`src/rtl/capcnt_bank.sv`:
```
// capcnt_bank: bank of N independent event counters with a global snapshot.
// Each channel counts cycles with its inc strobe high (wrapping or saturating
// per SAT), flags overflow stickily, and copies its count into a capture
// register on cap. One channel is read out through registered ports.
//
// Ports:
//   clk          rising-edge clock
//   rst          synchronous active-high reset
//   i_inc        per-channel increment strobes
//   i_cap        global capture strobe
//   i_clr_on_cap 1: counters restart on capture; sampled only when i_cap=1
//   i_ovf_clr    per-channel sticky-overflow clear strobes
//   i_rd_sel     readout channel select (>= N reads zero)
//   o_rd_cur     selected channel's current count, one cycle latency
//   o_rd_cap     selected channel's captured count, one cycle latency
//   o_ovf        sticky overflow flags
//   o_cap_done   pulse in the cycle after each capture
module capcnt_bank #(
    parameter int unsigned N   = 4,
    parameter int unsigned W   = 16,
    parameter int unsigned SAT = 0,
    localparam int unsigned SW = (N > 1) ? $clog2(N) : 1
) (
    input  logic          clk,
    input  logic          rst,
    input  logic [N-1:0]  i_inc,
    input  logic          i_cap,
    input  logic          i_clr_on_cap,
    input  logic [N-1:0]  i_ovf_clr,
    input  logic [SW-1:0] i_rd_sel,
    output logic [W-1:0]  o_rd_cur,
    output logic [W-1:0]  o_rd_cap,
    output logic [N-1:0]  o_ovf,
    output logic          o_cap_done
);

    logic [W-1:0] r_cur  [N];
    logic [W-1:0] r_capr [N];
    logic [N-1:0] r_ovf;
    logic [W-1:0] r_rd_cur;
    logic [W-1:0] r_rd_cap;
    logic         r_cap_done;

    logic [W-1:0] w_cur_nxt [N];
    logic [N-1:0] w_ovf_nxt;
    logic         w_restart;
    logic [W-1:0] w_rd_cur;
    logic [W-1:0] w_rd_cap;

    // Next counter value and sticky overflow; overflow set beats clear.
    always_comb begin
        w_restart = i_cap & i_clr_on_cap;
        for (int i = 0; i < N; i++) begin
            w_cur_nxt[i] = r_cur[i];
            w_ovf_nxt[i] = (i_inc[i] & (&r_cur[i])) | (r_ovf[i] & ~i_ovf_clr[i]);
            if (w_restart) begin
                // Restart counts this cycle's increment, if any.
                w_cur_nxt[i] = W'(i_inc[i]);
            end else if (i_inc[i] && !((SAT != 0) && (&r_cur[i]))) begin
                w_cur_nxt[i] = r_cur[i] + W'(1);
            end
        end
    end

    // Readout mux; unmatched selects (>= N) fall through to zero.
    always_comb begin
        w_rd_cur = '0;
        w_rd_cap = '0;
        for (int i = 0; i < N; i++) begin
            if (i_rd_sel == SW'(i)) begin
                w_rd_cur = r_cur[i];
                w_rd_cap = r_capr[i];
            end
        end
    end

    always_ff @(posedge clk) begin
        if (rst) begin
            for (int i = 0; i < N; i++) begin
                r_cur[i]  <= '0;
                r_capr[i] <= '0;
            end
            r_ovf      <= '0;
            r_rd_cur   <= '0;
            r_rd_cap   <= '0;
            r_cap_done <= 1'b0;
        end else begin
            for (int i = 0; i < N; i++) begin
                r_cur[i] <= w_cur_nxt[i];
                // Snapshot the pre-edge count; this cycle's inc is excluded.
                if (i_cap) begin
                    r_capr[i] <= r_cur[i];
                end
            end
            r_ovf      <= w_ovf_nxt;
            r_rd_cur   <= w_rd_cur;
            r_rd_cap   <= w_rd_cap;
            r_cap_done <= i_cap;
        end
    end

    assign o_rd_cur   = r_rd_cur;
    assign o_rd_cap   = r_rd_cap;
    assign o_ovf      = r_ovf;
    assign o_cap_done = r_cap_done;

endmodule

```
`config.mk`:
```
export PLATFORM = sky130hd
export DESIGN_NAME = capcnt_bank
export DESIGN_NICKNAME = d
export VERILOG_FILES = /design/src/rtl/capcnt_bank.sv
export SDC_FILE = /design/constraint.sdc
export NUM_CORES = 1
export LEC_CHECK = 0
export CORE_MARGIN = 2
export CORE_UTILIZATION = 50
export CTS_BUF_LIST = sky130_fd_sc_hd__clkbuf_8
export DETAILED_ROUTE_END_ITERATION = 8
export HOLD_SLACK_MARGIN = 0.15
export PLACE_DENSITY_LB_ADDON = 0.3
export RECOVER_POWER = 100
export SYNTH_ARGS = -nofsm -noshare
export SYNTH_HDL_FRONTEND = slang
export SYNTH_SLANG_ARGS = --single-unit
```
`constraint.sdc`:
```
create_clock -name clk -period 2.5 [get_ports clk]
set_input_delay 0.75 -clock clk [delete_from_list [all_inputs] [get_ports clk]]
set_output_delay 0.75 -clock clk [all_outputs]
set_load 0.02 [all_outputs]
```
==> flow_metrics.tcl, run 1 <==
set metrics [dict create \
    ys_seq_elements 165 \
    drt_first_pass_iters 5 \
    synth_edf_count 64 \
    via_per_inst 5.42 \
    yosysSeqAreaShare_pct 56.5 \
    crit_type "in -> reg" \
    finalPower_mw 4.99 \
    arrival_ns 2.66 \
    yosysWarningCount 0 \
    num_antenna_cells 0 \
    hold_violations 0 \
    drt_iter0_markers 297 \
    yosys_most_used_dff "dfxtp_1" \
    critPathMaxFanout 23 \
    place_congestion 0.819 \
    wl_per_cell_um 16.6 \
    syn_to_final_growth_pct 16.0 \
    p_per_area_nw_per_um2 616 \
    syn_area_um2 6980 \
    num_rows 43 \
    clk_root_buffer_cell "clkbuf_8" \
    die_h_um 122 \
    coreArea_um2 13800 \
    numPortBuffers 50 \
    slew_headroom_pct 40.3 \
    grt_overflow 0 \
    worstHoldPathType "reg -> reg" \
    irDropWorstVdd_mv 0.282 \
    grt.total_usage_pct 20.5 \
    via_count 4540 \
    nets 662 \
    die_w_um 122 \
    clock_latency_ns 0.46 \
    slew_violations 0 \
    clk_pin_slew_ns 0.07 \
    fin_tns_setup_ns 0 \
    die-area_um2 14900 \
    grt_pass1_wl_um 22700 \
    cts.path.max_buffers 2 \
    clock-skew-final_ns 0.0124 \
    postRouteAntennaNets 0 \
    hold_ws_ns 0.469 \
    outcome "finished clean" \
    stdcell_count 837 \
    grt_max_degree 66 \
    required_ns 2.85 \
    rsz0062_at_grt "false" \
    cts_max_level 4 \
    startpoint_type "input pin" \
    endpoint_kind "flip-flop" \
    cts_sinks 165 \
    cap_violations 0 \
    post-dp-hpwl_um 9620 \
    dp_cells 805 \
    cts_made_buffers 17 \
    worst_pin_slew_ns 0.896 \
    routed_wl_um 13900 \
    async_reset_ff_share_pct 0 \
    fmax_mhz 433 \
    netlist_instances 588 \
    period_share_pct 92.4 \
    post-route-util_pct 58.8 \
    syn_nets 606 \
    ctsHoldBuffers 0 \
    drive_above_1_share_pct 12.9 \
    antenna_found_initial 0 \
    p_leak_nw 3.00 \
    setup_violations 0 \
    start_util_pct 50.7 \
    ctsResizeCount 0 \
    postCtsSetupRepairBufs 0 \
    grt_pass1_vias 4375 \
    io_pins 51 \
    route.detailed.drc 0 \
    synth_cell_types 42 \
    cts_tree "done" \
    synth.avg_cell_area_um2 11.9 \
    min_period_ns 2.31 \
]
-- cells in the final DEF, fill, tap and decap left out, types with 25 or more instances in the layout --
master | synthesis | routed
nand2_1 | 25 | 25
xor2_1 | 26 | 26
nor2b_1 | 33 | 33
and2_0 | 0 | 28
and2_1 | 66 | 38
dfxtp_1 | 101 | 101
edfxtp_1 | 64 | 64
mux4_2 | 31 | 31
dlygate4sd3_1 | 0 | 42
nor2_1 | 59 | 59
-- state kept, by name, indices dropped and copies added (netlist names) --
name and cells:
r_capr 64, r_cur 64, o_rd_cap 16, o_rd_cur 16, o_ovf 4, o_cap_done 1
-- power by group --
part           switching [mW]  internal, mW  leakage, nW
logic                   0.157         0.133         1.29
clock network           0.919         0.885        0.196
registers              0.0333          2.86         1.52
total                    1.11          3.88         3.00
-- routing by layer --
metal	wire length (um)	vias up	part of all wire, %	track usage, %
li1	-	2188	-	-
met1	6500	2255	47	27.3
met2	6640	79	48	32.6
met3	564	18	4.0	5.48
met4	223	0	1.6	7.18
met5	0	-	0	0
-- cell usage after synthesis (2+ instances only) --
| cell | n | share of area, % |
|---|---|---|
| dfxtp_1 | 101 | 29 |
| and2_1 | 66 | 5.9 |
| edfxtp_1 | 64 | 28 |
| nor2_1 | 59 | 3.2 |
| nor2b_1 | 33 | 3.0 |
| mux4_2 | 31 | 10 |
| xor2_1 | 26 | 3.3 |
| nand2_1 | 25 | 1.3 |
| xnor2_1 | 22 | 2.8 |
| clkbuf_1 | 20 | 1.1 |
| nand4_1 | 17 | 1.5 |
| nand3_1 | 16 | 1.1 |
| a21oi_1 | 15 | 1.1 |
| buf_2 | 10 | 0.72 |
| nor4_1 | 10 | 0.90 |
| nor3_1 | 8 | 0.57 |
| o21ai_0 | 8 | 0.57 |
| or3_1 | 8 | 0.72 |
| and4_1 | 6 | 0.75 |
| inv_1 | 6 | 0.32 |
| and3_1 | 4 | 0.36 |
| ha_1 | 4 | 0.72 |
| mux2i_1 | 4 | 0.57 |
| nand2b_1 | 4 | 0.36 |
| buf_1 | 2 | 0.11 |
| nand4_2 | 2 | 0.36 |
| or2_2 | 2 | 0.18 |
-- per-stage QoR --
step | cell area [um2] | setup slack [ns]
6_report | 8100 | 0.189
5_1_grt | 8100 | 0.152
4_1_cts | 8150 | 0.299
3_5_place_dp | 7780 | 0.0955
3_3_place_gp | 7780 | 0.163
2_1_floorplan | 6980 | 0.212
-- worst paths after layout --
kind | startpoint | to | slack, ns | cells after the start
worst max-delay path | i_rd_sel[1] | o_rd_cap[1] | 0.19 | 5
worst min-delay path | o_ovf[1] | o_ovf[1] | 0.47 | 2
worst max register to register | r_cur[2][6] | r_cur[2][14] | 0.68 | 4
worst min register to register | o_ovf[1] | o_ovf[1] | 0.47 | 2
-- critical path, cell delays in order --
cell and delay, ns:
dlygate4sd3_1 0.52, clkbuf_2 0.60, buf_4 0.33, mux4_2 0.30, nor2b_1 0.14
-- layout make-up --
class	count	area, um2
multi-input cells	384	2880
fillers	1133	5670
flip-flops and latches	165	3940
repair buffers	70	664
inverters	6	22.5
clock inverters	14	119
clock buffers	18	248
well taps	180	225
-- kinds of logic (layout without fill, tap and decap cells) --
group,count (synthesis),in the layout,synth area share (%)
simple gates,267,267,21.2
flops,165,165,56.5
xor+xnor,48,48,6.02
buf+inv,39,108,2.29
mux,36,36,10.9
compound gates,29,29,2.37
fa+ha+maj,4,4,0.717
Note: power is estimated with default switching activity, not from simulation.
==> run 2: changes to the inputs <==
--- a/config.mk
+++ b/config.mk
@@ -5,9 +5,11 @@
 export SDC_FILE = /design/constraint.sdc
 export NUM_CORES = 1
 export LEC_CHECK = 0
+export CAP_MARGIN = 10
 export CORE_MARGIN = 2
-export CORE_UTILIZATION = 50
+export CORE_UTILIZATION = 35
 export CTS_BUF_LIST = sky130_fd_sc_hd__clkbuf_8
+export CTS_CLUSTER_DIAMETER = 60
 export DETAILED_ROUTE_END_ITERATION = 8
 export HOLD_SLACK_MARGIN = 0.15
 export PLACE_DENSITY_LB_ADDON = 0.3
==> flow_metrics.tcl, run 2 (synthesized netlist as in run 1, its figures left out) <==
set metrics [dict create \
    antenna_found_initial 0 \
    drive_above_1_share_pct 13.8 \
    reg2reg_from "r_cur[2][7]" \
    grt_max_degree 65 \
    critPathSlowestCell "clkbuf_2" \
    required_ns 2.85 \
    num_rows 51 \
    fin_tns_setup_ns 0 \
    worstHoldPathType "reg -> reg" \
    clk_root_buffer_cell "clkbuf_8" \
    cts_sinks 165 \
    p_per_area_nw_per_um2 617 \
    via_count 4517 \
    coreArea_um2 19500 \
    seqPwrFrac_pct 57.0 \
    cts_max_level 4 \
    post-dp-hpwl_um 10300 \
    fmax_mhz 446 \
    reg2reg_to "r_cur[2][14]" \
    reg_top3 "r_capr (64), r_cur (64)" \
    min_period_ns 2.24 \
    route.detailed.drc 0 \
    finalPower_mw 5.07 \
    place_congestion 0.791 \
    swShare_pct 22.3 \
    via_per_inst 4.89 \
    slew_headroom_pct 40.4 \
    endpoint_kind "flip-flop" \
    layout_common_cells "dfxtp_1 (101), edfxtp_1 (64), nor2_1 (59), dlygate4sd3_1 (42), and2_1 (40)" \
    die_h_um 145 \
    clock_latency_ns 0.46 \
    rsz0062_at_grt "false" \
    die_w_um 145 \
    slew_violations 0 \
    io_pins 51 \
    ctsHoldBuffers 0 \
    ctsResizeCount 0 \
    combPwrFrac_pct 5.8 \
    worst_pin_slew_ns 0.895 \
    critical_path.endpoint "o_rd_cap[13]" \
    p_leak_nw 3.02 \
    p_int_mw 3.95 \
    wl_per_cell_um 16.1 \
    outcome "finished clean" \
    routed_wl_um 14900 \
    p_sw_mw 1.13 \
    crit_type "in -> reg" \
    grt_pass1_vias 4532 \
    setup_violations 0 \
    start_util_pct 35.8 \
    cpPeakStageDelay_ns 0.63 \
    critPathLaunch "i_rd_sel[1]" \
    r2r_cells 4 \
    arrival_ns 2.59 \
    syn_to_final_growth_pct 17.8 \
    die-area_um2 21100 \
    cp_cell_sequence "clkdlybuf4s50_1 -> clkbuf_2 -> clkbuf_1 -> mux4_2 -> nor2b_1" \
    hold_violations 0 \
    critPathMaxFanout 26 \
    grt.total_usage_pct 14.8 \
    layout_commonest_cell "dfxtp_1" \
    cts_tree "done" \
    startpoint_type "input pin" \
    nets 664 \
    r2r_slack_ns 0.63 \
    drt_iter0_markers 313 \
    drt_first_pass_iters 4 \
    postRouteAntennaNets 0 \
    irDropWorstVdd_mv 0.285 \
    grt_overflow 0 \
    clockPowerShare_pct 37.2 \
    cts.path.max_buffers 2 \
    period_share_pct 89.8 \
    clock-skew-final_ns 0.00923 \
    clk_pin_slew_ns 0.08 \
    numPortBuffers 50 \
    cts_made_buffers 17 \
    cap_violations 0 \
    grt_pass1_wl_um 24300 \
    hold_ws_ns 0.480 \
    num_antenna_cells 0 \
    postCtsSetupRepairBufs 0 \
]
run 2: changes by cell type in the layout (fill, tap and decap cells not counted), moves of 2 or more:
| cell | previous run | this run |
|---|---|---|
| clkinv_2 | 2 | 4 |
| and2_1 | 38 | 40 |
| clkinv_1 | 4 | 0 |
| clkbuf_8 | 18 | 20 |
| and2_0 | 28 | 26 |
run 2: power by group through the flow:
stage          combinational (mW)  sequential [mW]  clock [mW]
3_3_place_gp                0.312             2.95           0
2_1_floorplan               0.169             2.97           0
6_report                    0.293             2.89        1.89
5_1_grt                     0.321             2.90        2.03
3_5_place_dp                0.319             2.96           0
4_1_cts                     0.321             2.89        1.95
run 2: area by class of cell:
type / count / area (um2)
Inverter: 6 / 22.5
Fill cell: 1881 / 11300
Timing Repair Buffer: 72 / 663
Clock inverter: 12 / 111
Multi-Input combinational cell: 384 / 2880
Tap cell: 265 / 332
Sequential cell: 165 / 3940
Clock buffer: 20 / 275
run 2: worst min path at each step:
stage | startpoint | endpoint | slack [ns] | depth (start not counted)
floorplan | r_cur[2][14] | r_cur[2][14] | 0.46 | 2
global placement | o_ovf[0] | o_ovf[0] | 0.46 | 2
detailed placement | o_ovf[1] | o_ovf[1] | 0.47 | 2
CTS | rst | o_ovf[0] | 0.49 | 2
global route | rst | o_ovf[0] | 0.49 | 2
finish | o_ovf[0] | o_ovf[0] | 0.48 | 2
run 2: stage by stage:
stage | std cells | setup slack [ns] | instance area [um2] | utilization [%]
after floorplan | 588 | 0.212 | 6980 | -
after global placement | 892 | 0.147 | 7900 | 40.5
after detailed placement | 892 | 0.0704 | 7900 | 40.5
after CTS | 924 | 0.290 | 8290 | 42.4
after global routing | 924 | 0.143 | 8230 | 42.1
final | 924 | 0.256 | 8230 | 42.1
run 2: worst max-delay path: cells and delay by family:
kind	cells	cell delay, ns
buffers and inverters	3	1.34
muxes	1	0.35
and+or+nand+nor	1	0.15
run 2: metal layers:
| metal | share of wire (%) | GRT usage (%) | routed length, um |
|---|---|---|---|
| met5 | 0 | 0 | 0 |
| met4 | 1.6 | 5.78 | 239 |
| met3 | 4.0 | 2.89 | 600 |
| met2 | 49 | 24.4 | 7320 |
| met1 | 45 | 19.3 | 6700 |
==> run 3: changes to the inputs <==
--- a/config.mk
+++ b/config.mk
@@ -14,6 +14,7 @@
 export HOLD_SLACK_MARGIN = 0.15
 export PLACE_DENSITY_LB_ADDON = 0.3
 export RECOVER_POWER = 100
+export SETUP_SLACK_MARGIN = 0.3
 export SYNTH_ARGS = -nofsm -noshare
 export SYNTH_HDL_FRONTEND = slang
 export SYNTH_SLANG_ARGS = --single-unit
==> flow_metrics.tcl, run 3 (synthesized netlist as in run 1, its figures left out) <==
set metrics [dict create \
    path_buf_inv 1 \
    r2r_cells 4 \
    endpoint_kind "output pin" \
    clockPowerShare_pct 40.3 \
    ctsHoldBuffers 0 \
    worstHoldPathType "reg -> reg" \
    ctsResizeCount 3 \
    via_count 4549 \
    layout_common_cells "dfxtp_1 (101), edfxtp_1 (64), nor2_1 (59), dlygate4sd3_1 (40), and2_0 (39)" \
    critPathMaxFanout 2 \
    grt_pass1_vias 4612 \
    required_ns 1.75 \
    cp.depth 1 \
    met3_length_um 732 \
    irDropWorstVdd_mv 0.259 \
    hold_ws_ns 0.468 \
    stdcell_count 923 \
    drive_above_1_share_pct 13.7 \
    cts_tree "done" \
    die-area_um2 21100 \
    cpPeakStageDelay_ns 0.68 \
    rsz0062_at_grt "false" \
    drt-met1-wl_um 6650 \
    slew_headroom_pct 40.6 \
    place_congestion 0.815 \
    outcome "finished clean" \
    via_per_inst 4.93 \
    drt_iter0_markers 347 \
    syn_to_final_growth_pct 18.6 \
    fin_tns_setup_ns 0 \
    finalPower_mw 5.34 \
    clock_latency_ns 0.46 \
    fmax_mhz 450 \
    grt_overflow 0 \
    hold_violations 0 \
    antenna_found_initial 1 \
    critPathSlowestCell "dlygate4sd3_1" \
    die_h_um 145 \
    drt_first_pass_iters 6 \
    combPwrFrac_pct 5.4 \
    route.detailed.drc 0 \
    die_w_um 145 \
    clock-skew-final_ns 0.0119 \
    cts.path.max_buffers 2 \
    clk_pin_slew_ns 0.08 \
    num_rows 51 \
    period_share_pct 88.8 \
    p_sw_mw 1.13 \
    cts_made_buffers 17 \
    nets 663 \
    grt_pass1_wl_um 24400 \
    seqPwrFrac_pct 54.3 \
    routed_wl_um 14800 \
    cts_max_level 4 \
    grt.total_usage_pct 14.8 \
    p_leak_nw 3.04 \
    setup_violations 0 \
    cp_top_family "buffers and inverters" \
    holdPathStages 2 \
    dp_cells 891 \
    startpoint_type "flip-flop" \
    crit_type "reg -> out" \
    clk_root_buffer_cell "clkbuf_8" \
    cap_violations 0 \
    postRouteAntennaNets 0 \
    reg_top3 "r_capr (64), r_cur (64)" \
    top_layer "met4" \
    numPortBuffers 50 \
    arrival_ns 1.47 \
    io_pins 51 \
    cts_sinks 165 \
    start_util_pct 35.8 \
    p_per_area_nw_per_um2 644 \
    coreArea_um2 19500 \
    worst_pin_slew_ns 0.890 \
    post-dp-hpwl_um 10300 \
    swShare_pct 21.1 \
    layout_commonest_cell "dfxtp_1" \
    wl_met2_um 7210 \
    grt_max_degree 65 \
    p_int_mw 4.21 \
    num_antenna_cells 0 \
    postCtsSetupRepairBufs 0 \
    wl_per_cell_um 16.0 \
    min_period_ns 2.22 \
    cp_cell_sequence "dlygate4sd3_1" \
    slew_violations 0 \
]
run 3: area by class of cell:
cell class / instances / area [um2]
tap: 265 / 332
sequential: 165 / 3940
multi-input combinational: 384 / 2880
clock inverter: 10 / 150
fill: 1865 / 11200
timing repair buffer: 71 / 652
inverter: 6 / 22.5
clock buffer: 22 / 303
run 3: routing by layer:
layer	vias to the layer above	GRT usage [%]
met5	-	0
li1	2194	-
met4	0	5.59
met1	2250	19.3
met3	15	2.99
met2	90	24.3
run 3: per-stage QoR:
| stage | worst slack, ns | utilization, % | cell area [um2] |
|---|---|---|---|
| after floorplan | 0.423 | - | 6990 |
| after global placement | 0.113 | 40.4 | 7880 |
| after detailed placement | 0.0501 | 40.4 | 7880 |
| after CTS | 0.308 | 42.7 | 8330 |
| after global routing | 0.235 | 42.4 | 8280 |
| final | 0.280 | 42.4 | 8280 |
run 3: path summary, 6_finish.rpt:
check	start	end	slack [ns]
worst max register to register	r_cur[2][6]	r_cur[2][14]	0.67
worst min-delay path	o_ovf[0]	o_ovf[0]	0.47
worst max-delay path	o_ovf[2]	o_ovf[2]	0.28
worst min register to register	o_ovf[0]	o_ovf[0]	0.47
run 3: power groups by stage:
stage               Clock, mW  Sequential [mW]  Combinational (mW)
floorplan                   0             2.97               0.170
global placement            0             2.95               0.309
detailed placement          0             2.96               0.315
CTS                      2.22             2.90               0.317
global route             2.32             2.91               0.319
finish                   2.15             2.90               0.291
